$ cat src/rtl/uart_line_scheduler.sv
// rtl/uart_line_scheduler.sv - per-core byte FIFOs feeding one UART, whole lines granted round-robin; optional idle flush under UART_SCHED_TIMEOUT_EN
module uart_line_scheduler #(
  parameter int CORE_NUMS      = 4,
  parameter int CORE_NUMS_BITS = 2,
  parameter int FIFO_DEPTH     = 16,
  parameter int TIMEOUT        = 1024
) (
  input  logic                        clk_i,
  input  logic                        rst_ni,
  input  logic [CORE_NUMS-1:0]        core_wr_i,
  input  logic [8*CORE_NUMS-1:0]      core_data_i,
  output logic [CORE_NUMS-1:0]        core_full_o,
  output logic [CORE_NUMS-1:0]        core_ovf_o,
  output logic                        tx_valid_o,
  output logic [7:0]                  tx_data_o,
  input  logic                        tx_ready_i,
  output logic [CORE_NUMS_BITS-1:0]   owner_o
);

  localparam int PTR_W = (FIFO_DEPTH > 1) ? $clog2(FIFO_DEPTH) : 1;
  localparam int CNT_W = $clog2(FIFO_DEPTH + 1);

  typedef enum logic [1:0] {S_IDLE, S_GRANT, S_SEND} state_t;

  state_t                    r_state;
  state_t                    w_state_nxt;

  logic [7:0]                r_mem    [CORE_NUMS][FIFO_DEPTH];
  logic [PTR_W-1:0]          r_wr_ptr [CORE_NUMS];
  logic [PTR_W-1:0]          r_rd_ptr [CORE_NUMS];
  logic [CNT_W-1:0]          r_count  [CORE_NUMS];
  logic [CNT_W-1:0]          r_line   [CORE_NUMS];
  logic [CORE_NUMS-1:0]      r_ovf;
  logic [CORE_NUMS_BITS-1:0] r_owner;
  logic [7:0]                r_tx_data;

  logic [CORE_NUMS-1:0]      w_accept;
  logic [CORE_NUMS-1:0]      w_pop;
  logic [CORE_NUMS-1:0]      w_elig;
  logic [CORE_NUMS-1:0]      w_to_hit;
  logic                      w_found;
  logic [CORE_NUMS_BITS-1:0] w_pick;
  logic                      w_xfer;
  logic                      w_last;
  logic                      w_grant;
  logic                      w_load;
  logic                      w_advance;
  logic [7:0]                w_head;
  logic [7:0]                w_next;
  logic [PTR_W-1:0]          w_rd_next;

  assign tx_data_o  = r_tx_data;
  assign owner_o    = r_owner;
  assign core_ovf_o = r_ovf;

  // head byte of the granted FIFO and the byte behind it, for back-to-back sending
  assign w_head    = r_mem[r_owner][r_rd_ptr[r_owner]];
  assign w_rd_next = r_rd_ptr[r_owner] + PTR_W'(1);
  assign w_next    = r_mem[r_owner][w_rd_next];

  // per-core full, write acceptance (on registered count), pop and eligibility
  always_comb begin
    core_full_o = '0;
    w_accept    = '0;
    w_pop       = '0;
    w_elig      = '0;
    for (int k = 0; k < CORE_NUMS; k++) begin
      core_full_o[k] = (r_count[k] == CNT_W'(FIFO_DEPTH));
      w_accept[k]    = core_wr_i[k] && !core_full_o[k];
      w_pop[k]       = w_xfer && (r_owner == CORE_NUMS_BITS'(k));
      w_elig[k]      = (r_line[k] != '0) || core_full_o[k] || w_to_hit[k];
    end
  end

  // round-robin search starting at the core after the last owner
  always_comb begin
    w_found = 1'b0;
    w_pick  = r_owner;
    for (int i = 1; i <= CORE_NUMS; i++) begin
      if (!w_found && w_elig[(int'(r_owner) + i) % CORE_NUMS]) begin
        w_found = 1'b1;
        w_pick  = CORE_NUMS_BITS'((int'(r_owner) + i) % CORE_NUMS);
      end
    end
  end

  // FSM state register
  always_ff @(posedge clk_i) begin
    if (!rst_ni) r_state <= S_IDLE;
    else         r_state <= w_state_nxt;
  end

  // FSM next state: a grant holds until a newline or an empty FIFO ends it
  always_comb begin
    w_state_nxt = r_state;
    case (r_state)
      S_IDLE:  if (w_found) w_state_nxt = S_GRANT;
      S_GRANT: w_state_nxt = S_SEND;
      S_SEND:  if (w_xfer && w_last) w_state_nxt = S_IDLE;
      default: w_state_nxt = S_IDLE;
    endcase
  end

  // FSM outputs and datapath controls
  always_comb begin
    tx_valid_o = (r_state == S_SEND);
    w_xfer     = tx_valid_o && tx_ready_i;
    w_last     = (r_tx_data == 8'h0A) || (r_count[r_owner] == CNT_W'(1));
    w_grant    = (r_state == S_IDLE) && w_found;
    w_load     = (r_state == S_GRANT);
    w_advance  = w_xfer && !w_last;
  end

  // owner and offered byte; the byte only changes on load or after a transfer
  always_ff @(posedge clk_i) begin
    if (!rst_ni) begin
      r_owner   <= CORE_NUMS_BITS'(CORE_NUMS - 1);
      r_tx_data <= 8'h00;
    end else begin
      if (w_grant) r_owner <= w_pick;
      if (w_load)         r_tx_data <= w_head;
      else if (w_advance) r_tx_data <= w_next;
    end
  end

  // FIFO storage, left unreset; pointers and counts define its contents
  always_ff @(posedge clk_i) begin
    for (int k = 0; k < CORE_NUMS; k++) begin
      if (w_accept[k]) r_mem[k][r_wr_ptr[k]] <= core_data_i[8*k +: 8];
    end
  end

  // FIFO pointers, occupancy, newline counts and sticky overflow
  always_ff @(posedge clk_i) begin
    for (int k = 0; k < CORE_NUMS; k++) begin
      if (!rst_ni) begin
        r_wr_ptr[k] <= '0;
        r_rd_ptr[k] <= '0;
        r_count[k]  <= '0;
        r_line[k]   <= '0;
        r_ovf[k]    <= 1'b0;
      end else begin
        if (w_accept[k]) r_wr_ptr[k] <= r_wr_ptr[k] + PTR_W'(1);
        if (w_pop[k])    r_rd_ptr[k] <= r_rd_ptr[k] + PTR_W'(1);
        case ({w_accept[k], w_pop[k]})
          2'b10:   r_count[k] <= r_count[k] + CNT_W'(1);
          2'b01:   r_count[k] <= r_count[k] - CNT_W'(1);
          default: r_count[k] <= r_count[k];
        endcase
        case ({w_accept[k] && (core_data_i[8*k +: 8] == 8'h0A),
               w_pop[k] && (r_tx_data == 8'h0A)})
          2'b10:   r_line[k] <= r_line[k] + CNT_W'(1);
          2'b01:   r_line[k] <= r_line[k] - CNT_W'(1);
          default: r_line[k] <= r_line[k];
        endcase
        if (core_wr_i[k] && core_full_o[k]) r_ovf[k] <= 1'b1;
      end
    end
  end

`ifdef UART_SCHED_TIMEOUT_EN
  localparam int TO_W = $clog2(TIMEOUT + 1);

  logic [TO_W-1:0] r_to_cnt [CORE_NUMS];

  // idle-partial-line timers; saturate at TIMEOUT, cleared by a write or a grant
  always_ff @(posedge clk_i) begin
    for (int k = 0; k < CORE_NUMS; k++) begin
      if (!rst_ni) begin
        r_to_cnt[k] <= '0;
      end else if (core_wr_i[k] || (w_grant && (w_pick == CORE_NUMS_BITS'(k))) ||
                   (r_count[k] == '0) || (r_line[k] != '0)) begin
        r_to_cnt[k] <= '0;
      end else if (r_to_cnt[k] != TO_W'(TIMEOUT)) begin
        r_to_cnt[k] <= r_to_cnt[k] + TO_W'(1);
      end
    end
  end

  // a saturated timer makes the partial line eligible for flushing
  always_comb begin
    w_to_hit = '0;
    for (int k = 0; k < CORE_NUMS; k++) begin
      w_to_hit[k] = (r_to_cnt[k] == TO_W'(TIMEOUT));
    end
  end
`else
  assign w_to_hit = '0;
`endif

endmodule

$ cat config.mk
export PLATFORM = sky130hd
export DESIGN_NAME = uart_line_scheduler
export DESIGN_NICKNAME = d
export VERILOG_FILES = /design/src/rtl/uart_line_scheduler.sv
export SDC_FILE = /design/constraint.sdc
export NUM_CORES = 1
export LEC_CHECK = 0
export ABC_AREA = 0
export CAP_MARGIN = 20
export CORE_MARGIN = 2
export CORE_UTILIZATION = 45
export CTS_BUF_LIST = sky130_fd_sc_hd__clkbuf_4
export DETAILED_ROUTE_END_ITERATION = 7
export GPL_ROUTABILITY_DRIVEN = 1
export SYNTH_ARGS = -nofsm -noshare
export SYNTH_HDL_FRONTEND = slang
export SYNTH_SLANG_ARGS = --single-unit
$ cat constraint.sdc
create_clock -name clk_i -period 4.35 [get_ports clk_i]
set_input_delay 0.435 -clock clk_i [delete_from_list [all_inputs] [get_ports clk_i]]
set_output_delay 0.435 -clock clk_i [all_outputs]
set_load 0.01 [all_outputs]
==> impl_metrics.py, run 1 <==
metrics = {
    "cts": {
        "cts_root_buf": "clkbuf_4",
        "ctsResizeCount": 0,
        "cts.sinks": 602,
        "htree_levels": 4,
        "clk_latency_ps": 1010,
        "cts.clk_slew.worst_paths_ps": 60,
        "cts_made_buffers": 156,
        "cts_buffer_depth": 3,
        "cts_tree": "built",
    },
    "floorplan": {
        "row_count": 89,
        "initial_core_util_pct": 45.7,
        "core-area_um2": 59100,
        "chipWidth_um": 249,
        "ios": 58,
        "die_h_um": 249,
        "die_area_um2": 62000,
    },
    "grt": {
        "grt_max_degree": 129,
        "use_met1_pct": 34.0,
        "grt_pass1_wl_um": 117000,
        "grt_pass1_vias": 16900,
        "grt-ovfl-total": 0,
        "use_met2_pct": 43.6,
        "grt.total_usage_pct": 26.7,
        "grt-busiest-layer": "met2",
        "grt_use_met3_pct": 6.18,
        "antenna_found_initial": 2,
    },
    "logic_synthesis": {
        "synthTopCellsByArea": "edfxtp_1 65%, mux4_2 13%, ha_1 3.0%",
        "synthDistinctLibCells": 59,
        "syn-cell-area_um2": 27000,
        "synth_edf_count": 584,
        "ys_seq_area_share_pct": 66.3,
        "synthArstFlopShare_pct": 0,
        "ys_seq_elements": 602,
        "yosys.area_share.xor_xnor_pct": 1.38,
        "synth_top_area_share_pct": 64.9,
        "synth_top_family_by_area": "multiplexers",
        "yosys.area_share.adder_pct": 3.04,
        "ys.flop_type": "edfxtp_1",
        "synth_area_per_cell_um2": 16.1,
        "synthMuxAreaShare_pct": 14.8,
        "yosysWarnings": 0,
        "synthCells": 1678,
        "synth-compound-area-share_pct": 3.67,
        "yosys.area.top_type": "edfxtp_1",
        "synthesis.nets": 1782,
        "synthSimpleGateAreaFrac_pct": 8.50,
    },
    "timing": {
        "max_freq_mhz": 295,
        "fin_setup_tns_ps": 0,
        "slew_headroom_pct": 27.7,
        "final_hold_viol_count": 0,
        "setup_viol": 0,
        "drv_slew": 0,
        "worst_slack_ps": 958,
        "period_share_pct": 78.0,
        "finClkSkew_ps": 49.9,
        "worst_pin_slew_ps": 1080,
        "min_period_ps": 3390,
        "rsz0062_at_grt": "no",
    },
    "min_path": {
        "worstHoldPathType": "input pin to flip-flop",
        "min_path_cells": 3,
    },
    "routing": {
        "drc_errors": 0,
        "finalWirelength_um": 82200,
        "first_pass_iters": 6,
        "wire_per_inst_um": 29.3,
        "ant_nets": 0,
        "vias": 16900,
        "drtIter0Drc": 1830,
        "via_per_inst": 6.04,
    },
    "power": {
        "p_comb_share_pct": 29.1,
        "pwr-share-seq_pct": 40.9,
        "leakagePower_nw": 10.8,
        "swShare_pct": 31.9,
        "p_clk_share_pct": 30.0,
        "cellPowerDensity_nw_per_um2": 532,
        "peakVddDrop_v": 0.000509,
        "intPower_w": 0.0113,
        "switchingPower_w": 0.00528,
    },
    "setup_path": {
        "required_ps": 4950,
        "crit_path_end_kind": "flip-flop",
        "startpoint": "r_count[1][0]",
        "r2r-start": "r_count[1][0]",
        "path_cells": "inv_1 -> ha_1 -> and4bb_2 -> nand2b_1 -> inv_1 -> nand3_1 -> ha_1 -> nor2_1 -> o21ai_0",
        "r2r_cells": 9,
        "worst_r2r_endpoint": "r_line[1][1]",
        "reg2reg_slack_ps": 960,
        "crit_path_start_kind": "flip-flop",
        "cp_data_arrival_time_ps": 3990,
        "critPathKind": "flip-flop to flip-flop",
        "slowest_stage": "o21ai_0",
        "max_stage_delay_ps": 620,
        "crit_fanout": 8,
        "critPathCapture": "r_line[1][1]",
    },
    "finish": {
        "fin_cells": 2803,
        "area.growth.synth_to_final_pct": 15.2,
        "fill_cells": 4875,
        "seq_area_um2": 17900,
        "drive_gt1_share_pct": 26.3,
        "nets": 2019,
        "multi_input_area_um2": 8630,
    },
    "placed_design": {
        "gp_congestion": 0.925,
        "hpwl_um": 53300,
        "numPlacedInstances": 2526,
        "place_ws_ps": 814,
        "io_buffers": 57,
    },
    "job": {
        "max_cap_viol_count": 0,
    },
    "run_status": {
        "status": "complete, no violations",
    },
}
## cell families after synthesis
group,Yosys count
mux,199
flops,602
compound gates,145
fa+ha+maj,65
buf+inv,141
simple gates,485
xor+xnor,41
## per-layer routing
layer  up-vias  share of wire (%)
li1       7162                  -
met5         -                  0
met1      8699                 39
met4         0                4.3
met2       884                 49
met3       190                8.0
## worst min-delay path by stage
| stage | from | end | slack [ps] |
|---|---|---|---|
| after floorplan | core_ovf_o[0] | core_ovf_o[0] | 520 |
| after global placement | core_ovf_o[0] | core_ovf_o[0] | 480 |
| after detailed placement | core_ovf_o[2] | core_ovf_o[2] | 480 |
| after CTS | core_wr_i[2] | core_ovf_o[2] | 9 |
| after global routing | core_wr_i[3] | core_ovf_o[3] | 70 |
| final | core_wr_i[2] | core_ovf_o[2] | 100 |
## flip-flops by register name, indices dropped and copies added (netlist names), 4 cells and up, named ones only
name	cells
r_rd_ptr	16
r_wr_ptr	16
r_line	20
tx_data_o	8
r_mem	512
core_ovf_o	4
r_count	20
## worst max-delay path, delay by kind of cell (launching register included)
kind | cells | cell delay, ps
adder cells (fa/ha/maj) | 2 | 410
AND/OR/NAND/NOR | 4 | 1030
buffers and inverters | 2 | 440
flip-flops | 1 | 480
AO/OA/AOI/OAI | 1 | 620
## area by class of cell
cell class	count	area share, %
Sequential cell	602	57.5
Multi-Input combinational cell	935	27.7
Clock buffer	221	5.33
Timing Repair Buffer	158	4.38
Tap cell	773	3.11
Clock inverter	46	1.09
Inverter	62	0.756
Antenna cell	6	0.0483
## cells in the mapped netlist, drive strengths merged, types with 4 or more instances
cell	count
a221o	5
and2	19
mux2	7
nor2b	17
nand2	181
o221ai	6
a211oi	13
inv	60
and3	9
o21ai	29
xor2	27
ha	64
nor2	91
nor4bb	8
a21boi	5
xnor2	14
a22oi	13
clkbuf	38
o21a	7
or2	4
nor4	19
nor4b	4
nand3	83
nor3	25
o22ai	6
a311oi	4
nor3b	9
buf	41
mux4	160
a21oi	27
mux2i	32
a32o	5
edfxtp	584
o211ai	9
dfxtp	18
nand2b	7
## metrics by stage
step                      hold slack [ps]  instance area (um2)  util [%]  power [W]
after floorplan                       524                27000         -     0.0102
after global placement                478                29100      49.2     0.0116
after CTS                            9.38                31100      52.6     0.0166
final                                96.7                31100      52.6     0.0165
after global routing                 65.8                31100      52.6     0.0172
after detailed placement              484                29100      49.2     0.0117
## power groups by stage
stage                     clock [W]  sequential (W)  combinational [W]
after CTS                   0.00506         0.00676            0.00480
final                       0.00497         0.00677            0.00481
after floorplan                   0         0.00681            0.00335
after global placement            0         0.00687            0.00475
after detailed placement          0         0.00689            0.00479
after global routing        0.00537         0.00678            0.00509
## cells in the final DEF, fill, tap and decap left out, drive strengths merged, types with 13 or more instances in the layout
cell type / netlist / final
a21oi: 27 / 27
a211oi: 13 / 13
clkinv: 2 / 35
nor2b: 17 / 17
o21ai: 29 / 29
edfxtp: 584 / 584
buf: 41 / 101
ha: 64 / 64
nor2: 91 / 91
clkbuf: 38 / 221
xnor2: 14 / 14
nand2: 181 / 181
nor3: 25 / 25
dfxtp: 18 / 18
a22oi: 13 / 13
mux2i: 32 / 32
clkdlybuf4s50: 0 / 56
nand3: 83 / 83
mux4: 160 / 160
and2: 19 / 19
nor4: 19 / 19
xor2: 27 / 27
inv: 60 / 62
## timing repair
item	in CTS	in global routing
hold buffers	1	0
setup buffers	0	0
endpoints found under the hold margin	4	0
Power figures use the tool's default switching activity.
==> inputs of run 2 (changes only) <==
==> constraint.sdc (replaced) <==
create_clock -name clk_i -period 3.5 [get_ports clk_i]
set_input_delay 0.35 -clock clk_i [delete_from_list [all_inputs] [get_ports clk_i]]
set_output_delay 0.35 -clock clk_i [all_outputs]
set_load 0.01 [all_outputs]
==> run 2 against run 1 <==
  * Setup slack got worse by 640 ps
  * Critical path depth increased by 2
  * Via count increased by 1.6%
  * Sequential power increased by 24%
  * Power increased by 26%
  * Global-route usage increased by 0.67 points
  * Core utilization increased by 0.62 points
  * Critical path type unchanged
  * Largest cell class unchanged
  * Largest power group unchanged
  * Highest routed layer unchanged
==> impl_metrics.py, run 2 (synthesis gave the netlist of run 1 again) <==
metrics = {
    "grt": {
        "antenna_found_initial": 2,
        "grt_max_degree": 78,
        "grt.total_usage_pct": 27.4,
        "grt_pass1_vias": 17300,
        "grt-ovfl-total": 0,
        "grt_pass1_wl_um": 119000,
    },
    "setup_path": {
        "cp_data_arrival_time_ps": 4070,
        "critPathKind": "flip-flop to flip-flop",
        "r2r_cells": 11,
        "reg2reg_slack_ps": 310,
        "crit_fanout": 36,
        "path_cells": "mux2i_1 -> mux2_2 -> inv_4 -> buf_4 -> buf_4 -> mux4_2 -> nand2_1 -> nand2_1 -> o211ai_1 -> o2111ai_1 -> and2_1",
        "crit_path_start_kind": "flip-flop",
        "worst_r2r_endpoint": "tx_data_o[5]",
        "slowest_stage": "mux4_2",
        "max_stage_delay_ps": 610,
        "required_ps": 4380,
        "crit_path_end_kind": "flip-flop",
    },
    "timing": {
        "min_period_ps": 3190,
        "max_freq_mhz": 314,
        "finClkSkew_ps": 80.5,
        "period_share_pct": 91.0,
        "final_hold_viol_count": 0,
        "drv_slew": 0,
        "fin_setup_tns_ps": 0,
        "slew_headroom_pct": 42.6,
        "rsz0062_at_grt": "no",
        "worst_pin_slew_ps": 861,
        "setup_viol": 0,
    },
    "routing": {
        "ant_nets": 0,
        "via_per_inst": 6.04,
        "finalWirelength_um": 84200,
        "drc_errors": 0,
        "drtIter0Drc": 1989,
        "wire_per_inst_um": 29.6,
        "vias": 17200,
        "first_pass_iters": 8,
    },
    "placed_design": {
        "io_buffers": 57,
        "hpwl_um": 56400,
        "gp_congestion": 0.938,
        "place_area_um2": 29400,
    },
    "power": {
        "finalPower_w": 0.0208,
        "peakVddDrop_v": 0.000464,
        "cellPowerDensity_nw_per_um2": 660,
        "leakagePower_nw": 11.1,
    },
    "finish": {
        "fin_util_pct": 53.2,
        "nets": 2061,
        "design_area_um2": 31500,
        "area.growth.synth_to_final_pct": 16.5,
        "largest_register_ff_count": 512,
        "layout_commonest_cell": "edfxtp_1",
        "final_cell_mix": "584 x edfxtp_1, 217 x clkbuf_4, 181 x nand2_1",
        "drive_gt1_share_pct": 27.6,
    },
    "cts": {
        "cts_setup_buffers": 0,
        "hold_buffers": 5,
        "cts_root_buf": "clkbuf_4",
        "cts.clk_slew.worst_paths_ps": 60,
        "clk_latency_ps": 1020,
        "cts.sinks": 602,
        "cts_tree": "built",
        "ctsResizeCount": 0,
        "cts_made_buffers": 155,
        "cts_buffer_depth": 3,
        "htree_levels": 4,
    },
    "min_path": {
        "worstHoldPathType": "input pin to flip-flop",
        "hold_end": "core_ovf_o[2]",
        "min_from": "core_wr_i[2]",
        "min_path_cells": 3,
    },
    "floorplan": {
        "core-area_um2": 59100,
        "row_count": 89,
        "chipWidth_um": 249,
        "ios": 58,
        "die_h_um": 249,
        "die_area_um2": 62000,
        "initial_core_util_pct": 45.7,
    },
    "run_status": {
        "status": "complete, no violations",
    },
    "job": {
        "max_cap_viol_count": 0,
    },
}
-- run 2: layout make-up --
cell class | instances | area (um2)
clock buffers | 217 | 1630
inverters | 62 | 235
flip-flops and latches | 602 | 17900
fillers | 4781 | 27600
diodes | 5 | 12.5
clock inverters | 50 | 383
well taps | 773 | 967
repair buffers | 201 | 1750
multi-input cells | 935 | 8610
-- run 2: critical path: cells and delay by family (launching register included) --
family / cells / cell delay (ps)
AO/OA/AOI/OAI: 2 / 350
multiplexers: 3 / 1030
AND/OR/NAND/NOR: 3 / 380
buffers and inverters: 3 / 820
flip-flops: 1 / 440
-- run 2: how the worst max path moves through the flow --
stage | startpoint | end | slack (ps) | cells after the start
2_1_floorplan | flip-flop | tx_data_o[6] | 290 | 17
3_3_place_gp | core_data_i[2] | r_line[0][1] | 340 | 7
3_5_place_dp | flip-flop | tx_data_o[0] | 330 | 8
6_report | flip-flop | tx_data_o[5] | 310 | 11
4_1_cts | flip-flop | tx_data_o[5] | 300 | 11
5_1_grt | r_count[2][1] | r_line[2][4] | 170 | 14
-- run 2: power breakdown --
group / internal (W) / switching, W / leakage [nW] / total, W
clock network: 0.00331 / 0.00292 / 1.18 / 0.00624
registers: 0.00818 / 0.000242 / 5.53 / 0.00842
logic: 0.00264 / 0.00347 / 4.38 / 0.00611
total: 0.0141 / 0.00664 / 11.1 / 0.0208
-- run 2: metal layers --
layer	global-route usage, %	up-vias	wire, um
met2	43.8	1001	40100
met3	7.83	192	8720
li1	-	7234	-
met5	0	-	0
met4	13.8	0	3850
met1	34.4	8771	31600
-- run 2: through the flow --
stage	worst slack [ps]	hold WS, ps	instances
after CTS	304	66.2	2840
after floorplan	294	449	1678
after detailed placement	328	488	2568
final	314	145	2845
after global routing	171	105	2845
after global placement	335	478	2568
